==> src/rtl/puf_host_16_32.sv <==
// Host-side UART initiator for the PUF link: sends a 16-bit challenge as two
// 8N1 frames, then collects four 8N1 frames into a 32-bit response.
module puf_host_16_32 #(
    parameter int CLKS_PER_BIT = 868,
    parameter int TIMEOUT_CLKS = 1_000_000
) (
    input  logic        clk,
    input  logic        rst,
    input  logic        start,
    input  logic [15:0] challenge,
    output logic        busy,
    output logic        tx_out,
    input  logic        rx,
    output logic [31:0] response,
    output logic        resp_valid,
    output logic        timeout,
    output logic        frame_err
);

    localparam int CNT_W = (CLKS_PER_BIT > 1) ? $clog2(CLKS_PER_BIT) : 1;
    localparam int TO_W  = $clog2(TIMEOUT_CLKS + 1);

    localparam logic [CNT_W-1:0] BIT_LAST  = CNT_W'(CLKS_PER_BIT - 1);
    localparam logic [CNT_W-1:0] HALF_LAST = CNT_W'(CLKS_PER_BIT / 2 - 1);
    localparam logic [TO_W-1:0]  TO_LIMIT  = TO_W'(TIMEOUT_CLKS);
    localparam logic [4:0]       TX_LAST   = 5'd19;

    typedef enum logic [2:0] {
        S_IDLE,
        S_TX,
        S_RX_HUNT,
        S_RX_START,
        S_RX_DATA,
        S_RX_STOP
    } state_e;

    state_e           state_q;
    logic [CNT_W-1:0] clk_cnt_q;
    logic [4:0]       bit_idx_q;
    logic [1:0]       byte_idx_q;
    logic [TO_W-1:0]  to_cnt_q;
    logic [18:0]      tx_shift_q;
    logic             tx_q;
    logic             busy_q;
    logic             rx_meta_q;
    logic             rx_sync_q;
    logic             rx_prev_q;
    logic [7:0]       rx_byte_q;
    logic [23:0]      rx_word_q;
    logic [31:0]      response_q;
    logic             resp_valid_q;
    logic             timeout_q;
    logic             frame_err_q;

    logic rx_fall;
    logic bit_done;

    assign rx_fall  = rx_prev_q & ~rx_sync_q;
    assign bit_done = (clk_cnt_q == BIT_LAST);

    // Two-flop synchronizer plus edge-detect register; idle level is high.
    always_ff @(posedge clk) begin
        if (rst) begin
            rx_meta_q <= 1'b1;
            rx_sync_q <= 1'b1;
            rx_prev_q <= 1'b1;
        end else begin
            rx_meta_q <= rx;
            rx_sync_q <= rx_meta_q;
            rx_prev_q <= rx_sync_q;
        end
    end

    // NOTE: every register below is assigned with <= so all branches see the
    // values from the start of the cycle, regardless of statement order.
    always_ff @(posedge clk) begin
        if (rst) begin
            state_q      <= S_IDLE;
            clk_cnt_q    <= '0;
            bit_idx_q    <= '0;
            byte_idx_q   <= '0;
            to_cnt_q     <= '0;
            tx_shift_q   <= '1;
            tx_q         <= 1'b1;
            busy_q       <= 1'b0;
            rx_byte_q    <= '0;
            rx_word_q    <= '0;
            response_q   <= '0;
            resp_valid_q <= 1'b0;
            timeout_q    <= 1'b0;
            frame_err_q  <= 1'b0;
        end else begin
            resp_valid_q <= 1'b0;
            timeout_q    <= 1'b0;
            frame_err_q  <= 1'b0;

            unique case (state_q)
                S_IDLE: begin
                    tx_q <= 1'b1;
                    if (start) begin
                        // Start bit goes out next cycle; the shifter holds the
                        // remaining 19 bits of both frames, LSB first.
                        state_q    <= S_TX;
                        busy_q     <= 1'b1;
                        tx_q       <= 1'b0;
                        tx_shift_q <= {1'b1, challenge[15:8], 1'b0,
                                       1'b1, challenge[7:0]};
                        clk_cnt_q  <= '0;
                        bit_idx_q  <= '0;
                    end
                end

                S_TX: begin
                    if (bit_done) begin
                        clk_cnt_q <= '0;
                        if (bit_idx_q == TX_LAST) begin
                            tx_q       <= 1'b1;
                            state_q    <= S_RX_HUNT;
                            to_cnt_q   <= '0;
                            byte_idx_q <= '0;
                            rx_word_q  <= '0;
                        end else begin
                            tx_q       <= tx_shift_q[0];
                            tx_shift_q <= {1'b1, tx_shift_q[18:1]};
                            bit_idx_q  <= bit_idx_q + 5'd1;
                        end
                    end else begin
                        clk_cnt_q <= clk_cnt_q + CNT_W'(1);
                    end
                end

                S_RX_HUNT: begin
                    if (to_cnt_q == TO_LIMIT) begin
                        timeout_q <= 1'b1;
                        busy_q    <= 1'b0;
                        state_q   <= S_IDLE;
                    end else begin
                        to_cnt_q <= to_cnt_q + TO_W'(1);
                        if (rx_fall) begin
                            state_q   <= S_RX_START;
                            clk_cnt_q <= '0;
                        end
                    end
                end

                S_RX_START: begin
                    if (clk_cnt_q == HALF_LAST) begin
                        clk_cnt_q <= '0;
                        bit_idx_q <= '0;
                        // A line that is high again at mid-bit was a glitch.
                        state_q   <= rx_sync_q ? S_RX_HUNT : S_RX_DATA;
                    end else begin
                        clk_cnt_q <= clk_cnt_q + CNT_W'(1);
                    end
                end

                S_RX_DATA: begin
                    if (bit_done) begin
                        clk_cnt_q <= '0;
                        rx_byte_q <= {rx_sync_q, rx_byte_q[7:1]};
                        if (bit_idx_q == 5'd7) begin
                            state_q <= S_RX_STOP;
                        end else begin
                            bit_idx_q <= bit_idx_q + 5'd1;
                        end
                    end else begin
                        clk_cnt_q <= clk_cnt_q + CNT_W'(1);
                    end
                end

                S_RX_STOP: begin
                    if (bit_done) begin
                        clk_cnt_q <= '0;
                        if (!rx_sync_q) begin
                            frame_err_q <= 1'b1;
                            busy_q      <= 1'b0;
                            state_q     <= S_IDLE;
                        end else if (byte_idx_q != 2'd3) begin
                            // Bytes arrive low first, so shift them down.
                            rx_word_q  <= {rx_byte_q, rx_word_q[23:8]};
                            byte_idx_q <= byte_idx_q + 2'd1;
                            to_cnt_q   <= '0;
                            state_q    <= S_RX_HUNT;
                        end else begin
                            response_q   <= {rx_byte_q, rx_word_q};
                            resp_valid_q <= 1'b1;
                            busy_q       <= 1'b0;
                            state_q      <= S_IDLE;
                        end
                    end else begin
                        clk_cnt_q <= clk_cnt_q + CNT_W'(1);
                    end
                end

                default: begin
                    state_q <= S_IDLE;
                    busy_q  <= 1'b0;
                    tx_q    <= 1'b1;
                end
            endcase
        end
    end

    assign busy       = busy_q;
    assign tx_out     = tx_q;
    assign response   = response_q;
    assign resp_valid = resp_valid_q;
    assign timeout    = timeout_q;
    assign frame_err  = frame_err_q;

endmodule

==> config.mk <==
export PLATFORM = sky130hd
export DESIGN_NAME = puf_host_16_32
export DESIGN_NICKNAME = d
export VERILOG_FILES = /design/src/rtl/puf_host_16_32.sv
export SDC_FILE = /design/constraint.sdc
export NUM_CORES = 1
export LEC_CHECK = 0
export ABC_AREA = 1
export ABC_CLOCK_PERIOD_IN_PS = 2400
export BUFFER_PORTS_ARGS = -buffer_cell sky130_fd_sc_hd__buf_2
export CAP_MARGIN = 5
export CORE_UTILIZATION = 58
export DETAILED_ROUTE_END_ITERATION = 10
export GPL_ROUTABILITY_DRIVEN = 1
export PLACE_DENSITY = 0.88
export SYNTH_ARGS = -nofsm -noshare
export SYNTH_HDL_FRONTEND = slang
export SYNTH_SLANG_ARGS = --single-unit
==> constraint.sdc <==
create_clock -name clk -period 2.4 [get_ports clk]
set_input_delay 0.24 -clock clk [delete_from_list [all_inputs] [get_ports clk]]
set_output_delay 0.24 -clock clk [all_outputs]
set_load 0.02 [all_outputs]
=== After elaboration in Yosys (flattened, before gate mapping) ===
Index checks and enable logic that the tools add are counted.

* Add/sub/neg operators: 4
* Equality and inequality tests: 27
* Multiplexer cells: 62
* Bitwise gates (word level): 8
* Reduce and logical (&&, ||, !) cells: 22

{| class="wikitable"
|+ Operator list
! kind !! count
|-
| 20-bit 2-to-1 mux || 6
|-
| 24-bit 2-to-1 mux || 5
|-
| 20-bit one-hot mux with 3 select lines || 1
|-
| 19-bit 2-to-1 mux || 3
|-
| 10-bit 2-to-1 mux || 5
|-
| 24-bit one-hot mux with 2 select lines || 1
|-
| 10-bit one-hot mux with 4 select lines || 1
|-
| 19-bit one-hot mux with 2 select lines || 1
|-
| 3-bit 2-to-1 mux || 10
|-
| 5-bit 2-to-1 mux || 6
|-
| 2-bit != test, second input constant || 15
|-
| 20-bit by 1-bit adder with 20-bit output, second input constant || 1
|-
| 20-bit == test, second input constant || 1
|-
| 5-bit one-hot mux with 4 select lines || 1
|-
| 3-bit one-hot mux with 6 select lines || 1
|-
| 2-bit 2-to-1 mux || 7
|-
| 7-bit AND reduction || 2
|-
| 4-bit AND reduction || 3
|-
| 1-bit 2-to-1 mux || 11
|-
| 10-bit by 1-bit adder with 10-bit output, second input constant || 1
|-
| 10-bit == test, second input constant || 1
|-
| 10-bit by 9-bit == test with 1-bit output, second input constant || 1
|-
| 3-bit OR reduction || 3
|-
| 8-bit AND reduction || 1
|-
| 22 further kinds || 35
|}

* Bits in registers: 131
* Logic and storage cells: 140

=== Logic depth before layout (Yosys ltp) ===
* Depth after elaboration: 5
* Gate-level depth with buffers: 13
* Gate-level depth less buffers: 13

=== Least setup slack after synthesis ===
Ideal clock, no wire load.

* Path type: register -> register
* Start: register clk_cnt_q[0]
* End: register to_cnt_q[7]
* Library setup time: 132 ps
* Arrival: 1609 ps
* Data required time: 2268 ps
* Setup slack: 659 ps
* Stages on the path, launching flop included: 12
* Path buffers: 1
* Cells stage by stage: dfxtp_1 ha_1 nand2_1 nor2_1 nand4_2 o21ai_2 nand2_4 inv_2 nand2_4 buf_6 nand2_1 a21oi_1

* Cells in the longest elaborated chain, start to end: 3

{| class="wikitable"
|+ RTL lines
! element !! RTL line !! source
|-
| start: declaration || 38 || <nowiki>logic [CNT_W-1:0] clk_cnt_q;</nowiki>
|-
| start signal: assignment || 128 || <nowiki>clk_cnt_q <= clk_cnt_q + CNT_W'(1);</nowiki>
|-
| start signal: assignment || 153 || <nowiki>clk_cnt_q <= clk_cnt_q + CNT_W'(1);</nowiki>
|-
| start signal: assignment || 167 || <nowiki>clk_cnt_q <= clk_cnt_q + CNT_W'(1);</nowiki>
|-
| 10-bit == test * || 59 || <nowiki>assign bit_done = (clk_cnt_q == BIT_LAST);</nowiki>
|-
| 2-bit != test (no source line) || n/a ||
|-
| 7-bit AND reduction (no source line) * || n/a ||
|-
| end signal: assignment || 138 || <nowiki>to_cnt_q <= to_cnt_q + TO_W'(1);</nowiki>
|-
| end: declaration || 41 || <nowiki>logic [TO_W-1:0] to_cnt_q;</nowiki>
|}

Mark *: on every way between the ends. The rest lies on a longest branch, timed or not.
A chain may end at the register's enable or synchronous reset.

=== Worst setup path in the final report ===
* Start: register clk_cnt_q[0]
* End: register tx_shift_q[10]

* Cells in the longest elaborated chain, start to end: 3

{| class="wikitable"
|+ RTL lines
! element !! RTL line !! source
|-
| 10-bit == test || 59 ||
|-
| 2-bit != test (no source line) || n/a ||
|-
| 4-bit AND reduction (no source line) || n/a ||
|-
| end signal: assignment || 106 || <nowiki>tx_shift_q <= {1'b1, challenge[15:8], 1'b0,</nowiki>
|-
| end signal: assignment || 124 || <nowiki>tx_shift_q <= {1'b1, tx_shift_q[18:1]};</nowiki>
|-
| end: declaration || 42 || <nowiki>logic [18:0] tx_shift_q;</nowiki>
|}

Every way passes these cells.

==> results_dict.tcl <==
set metrics [dict create \
    die_h_um 107 \
    grt_pass1_vias 5510 \
    netlist_instances 951 \
    fmax_ghz 0.455 \
    layout-drive-gt1-share_pct 12.5 \
    fillerInstances 851 \
    worstPathRequired_ps 2870 \
    startpoint_type "flop" \
    async_reset_ff_share_pct 0 \
    holdPathEnd "tx_shift_q[10]" \
    synth_area_leader_cell "dfxtp_1" \
    p_total_uw 7160 \
    dp_worst_setup_slack_ps 270 \
    grt_max_degree 57 \
    io_buffers 56 \
    yosysSeqAreaShare_pct 41.1 \
    numCtsBuffers 17 \
    ys_ff_latch 130 \
    synth_top_family_by_area "simple AND/OR/NAND/NOR gates" \
    n_antenna_cell 0 \
    synthTopCellsByCount "212 x nand2_1, 187 x nor2_1, 130 x dfxtp_1, 104 x inv_1, 76 x o21ai_0" \
    tritoncts "built" \
    min_from "challenge[8]" \
    synth_top_area_share_pct 41.1 \
    hold_violations 0 \
    min_path_cells 3 \
    pin_count 57 \
    synth-adder-area-share_pct 1.19 \
    leakage_uw 0.00331 \
    start_util_pct 60.5 \
    ir_worst_vdd_v 0.000751 \
    postRouteAntennaNets 0 \
    synth_xor_area_share_pct 0.691 \
    arrival_ps 2670 \
    die_area_um2 11300 \
    status "finished clean" \
    clockBufferDepth 2 \
    reg2regPathDepth 9 \
    synth_edf_count 0 \
    slew-limit-headroom_pct 62.4 \
    yosys-top-cells-area "dfxtp_1 41%, nand2_1 13%, nor2_1 11%" \
    insertion_delay_ps 540 \
    drc 0 \
    yosys.area_share.simple_pct 33.6 \
    die_w_um 107 \
    cts_max_level 4 \
    synth_most_common_cell "nand2_1" \
    muxShareOfSynthArea_pct 0 \
    gp_congestion 0.926 \
    routed-via-count 6180 \
    coreArea_um2 10500 \
    finalCritPeriodShare_pct 91.5 \
    totalWireLength_um 14900 \
    viasPerCell 5.38 \
    fin_worst_skew_ps 8.54 \
    rr_endpoint "tx_shift_q[10]" \
    setup_tns_ps 0 \
    worstSetupPathType "flop to flop" \
    syn_area_um2 6330 \
    nets 1026 \
    hp-class "input pin to flop" \
    clk_transition_reported_paths_ps 60 \
    cp-end-kind "flop" \
    cts_num_sinks 130 \
    ff2ff_setup_slack_ps 200 \
    grt_overflow 0 \
    synth_compound_area_share_pct 13.9 \
    maxSlewViolCount 0 \
    grt_pass1_wl_um 25100 \
    avgSynthCellArea_um2 6.66 \
    dp_hpwl_um 9380 \
    antenna_found_initial 0 \
    maxCapViolCount 0 \
    worstMarginPinSlew_ps 564 \
    area_growth_pct 15.2 \
    crit_fanout 31 \
    drt_iter0_markers 439 \
    period_needed_ps 2200 \
    track_usage_pct 27.7 \
    synth_flop_cell "dfxtp_1" \
    powerDensity_nw_per_um2 981 \
    wl_per_cell_um 13.0 \
    root_buffer "clkbuf_8" \
    rows 37 \
    syn_nets 977 \
    drt_pass1_iterations 5 \
    setup_ws_ps 204 \
    regToRegStartpoint "clk_cnt_q[0]" \
    setup_viol 0 \
    yosys_warnings 0 \
    yosys.cell_types.count 40 \
]
## flip-flops by register name, indices dropped and copies added (netlist names), 2 cells and up
name and cells:
response 32, rx_word_q 24, to_cnt_q 20, tx_shift_q 18, clk_cnt_q 10, rx_byte_q 8
bit_idx_q 5, state_q 3, byte_idx_q 2
## where the power goes
part	leakage (uW)	internal [uW]	switching [uW]
logic	0.00199	622	1360
clock network	0.000267	1440	1030
registers	0.00106	2500	209
total	0.00331	4560	2600
## critical path: stages (launching register included)
cell,delay [ps]
dfxtp_1,430
ha_1,290
nand2_1,70
nor2_1,120
nand4_2,250
nand2_1,210
nand3_2,160
clkinv_2,330
o211ai_1,170
nand3_1,100
## metrics by stage
step / instance area (um^2) / cells / hold WS [ps] / util, %
after floorplan: 6330 / 951 / 344 / -
after global placement: 6700 / 1114 / 392 / 64.0
after detailed placement: 6700 / 1114 / 397 / 64.0
after CTS: 7290 / 1149 / 1.60 / 69.7
after global routing: 7300 / 1149 / 12.5 / 69.8
final: 7300 / 1149 / 10.7 / 69.8
## cells by family (layout without fill, tap and decap cells)
logic type / count (synthesis) / count (layout)
AND/OR/NAND/NOR: 500 / 500
XOR/XNOR: 5 / 5
flip-flops: 130 / 130
adder cells (fa/ha/maj): 6 / 6
buffers and inverters: 150 / 212
AO/OA/AOI/OAI: 160 / 160
## worst max path at each step
stage                       from  cells after the start             end
floorplan           clk_cnt_q[0]                     11     to_cnt_q[7]
global route        clk_cnt_q[0]                      9   tx_shift_q[8]
global placement    clk_cnt_q[0]                      9  tx_shift_q[17]
detailed placement  clk_cnt_q[0]                      9  tx_shift_q[10]
CTS                 clk_cnt_q[0]                      9  tx_shift_q[10]
finish              clk_cnt_q[0]                      9  tx_shift_q[10]
## layout by cell type, fill, tap and decap left out, drive strengths merged, types with 6 or more instances in the layout
master | Yosys | final
nand2 | 216 | 216
nor2 | 195 | 195
dfxtp | 130 | 130
inv | 109 | 111
o21ai | 81 | 81
buf | 22 | 66
nand3 | 54 | 54
a21oi | 45 | 45
clkbuf | 17 | 19
o211ai | 16 | 16
nand4 | 14 | 14
nor3 | 10 | 10
a211oi | 8 | 8
clkinv | 2 | 8
a31oi | 7 | 7
or2 | 6 | 6
ha | 6 | 6
## final cells by class
| cell class | count | area [um^2] | area share, % |
|---|---|---|---|
| Inverter | 111 | 418 | 5.72 |
| Tap cell | 136 | 170 | 2.33 |
| Sequential cell | 130 | 2600 | 35.6 |
| Timing Repair Buffer | 69 | 410 | 5.62 |
| Multi-Input combinational cell | 671 | 3130 | 42.9 |
| Clock inverter | 13 | 126 | 1.73 |
| Clock buffer | 19 | 442 | 6.05 |
## per-layer routing
| layer | routed length [um] | part of all wire [%] | vias to the layer above | GRT usage [%] |
|---|---|---|---|---|
| li1 | - | - | 3128 | - |
| met1 | 6690 | 45 | 2774 | 36.2 |
| met2 | 6910 | 46 | 250 | 44.2 |
| met3 | 1070 | 7.2 | 28 | 6.74 |
| met4 | 227 | 1.5 | 0 | 10.3 |
| met5 | 0 | 0 | - | 0 |
## timing repair
item,4_1_cts,5_1_grt
gates resized for setup,0,2
hold buffers,3,0
buffers inserted,0,0
hold endpoints to repair,3,0
endpoints found under the setup margin,0,9
(Power assumes the default switching activity.)
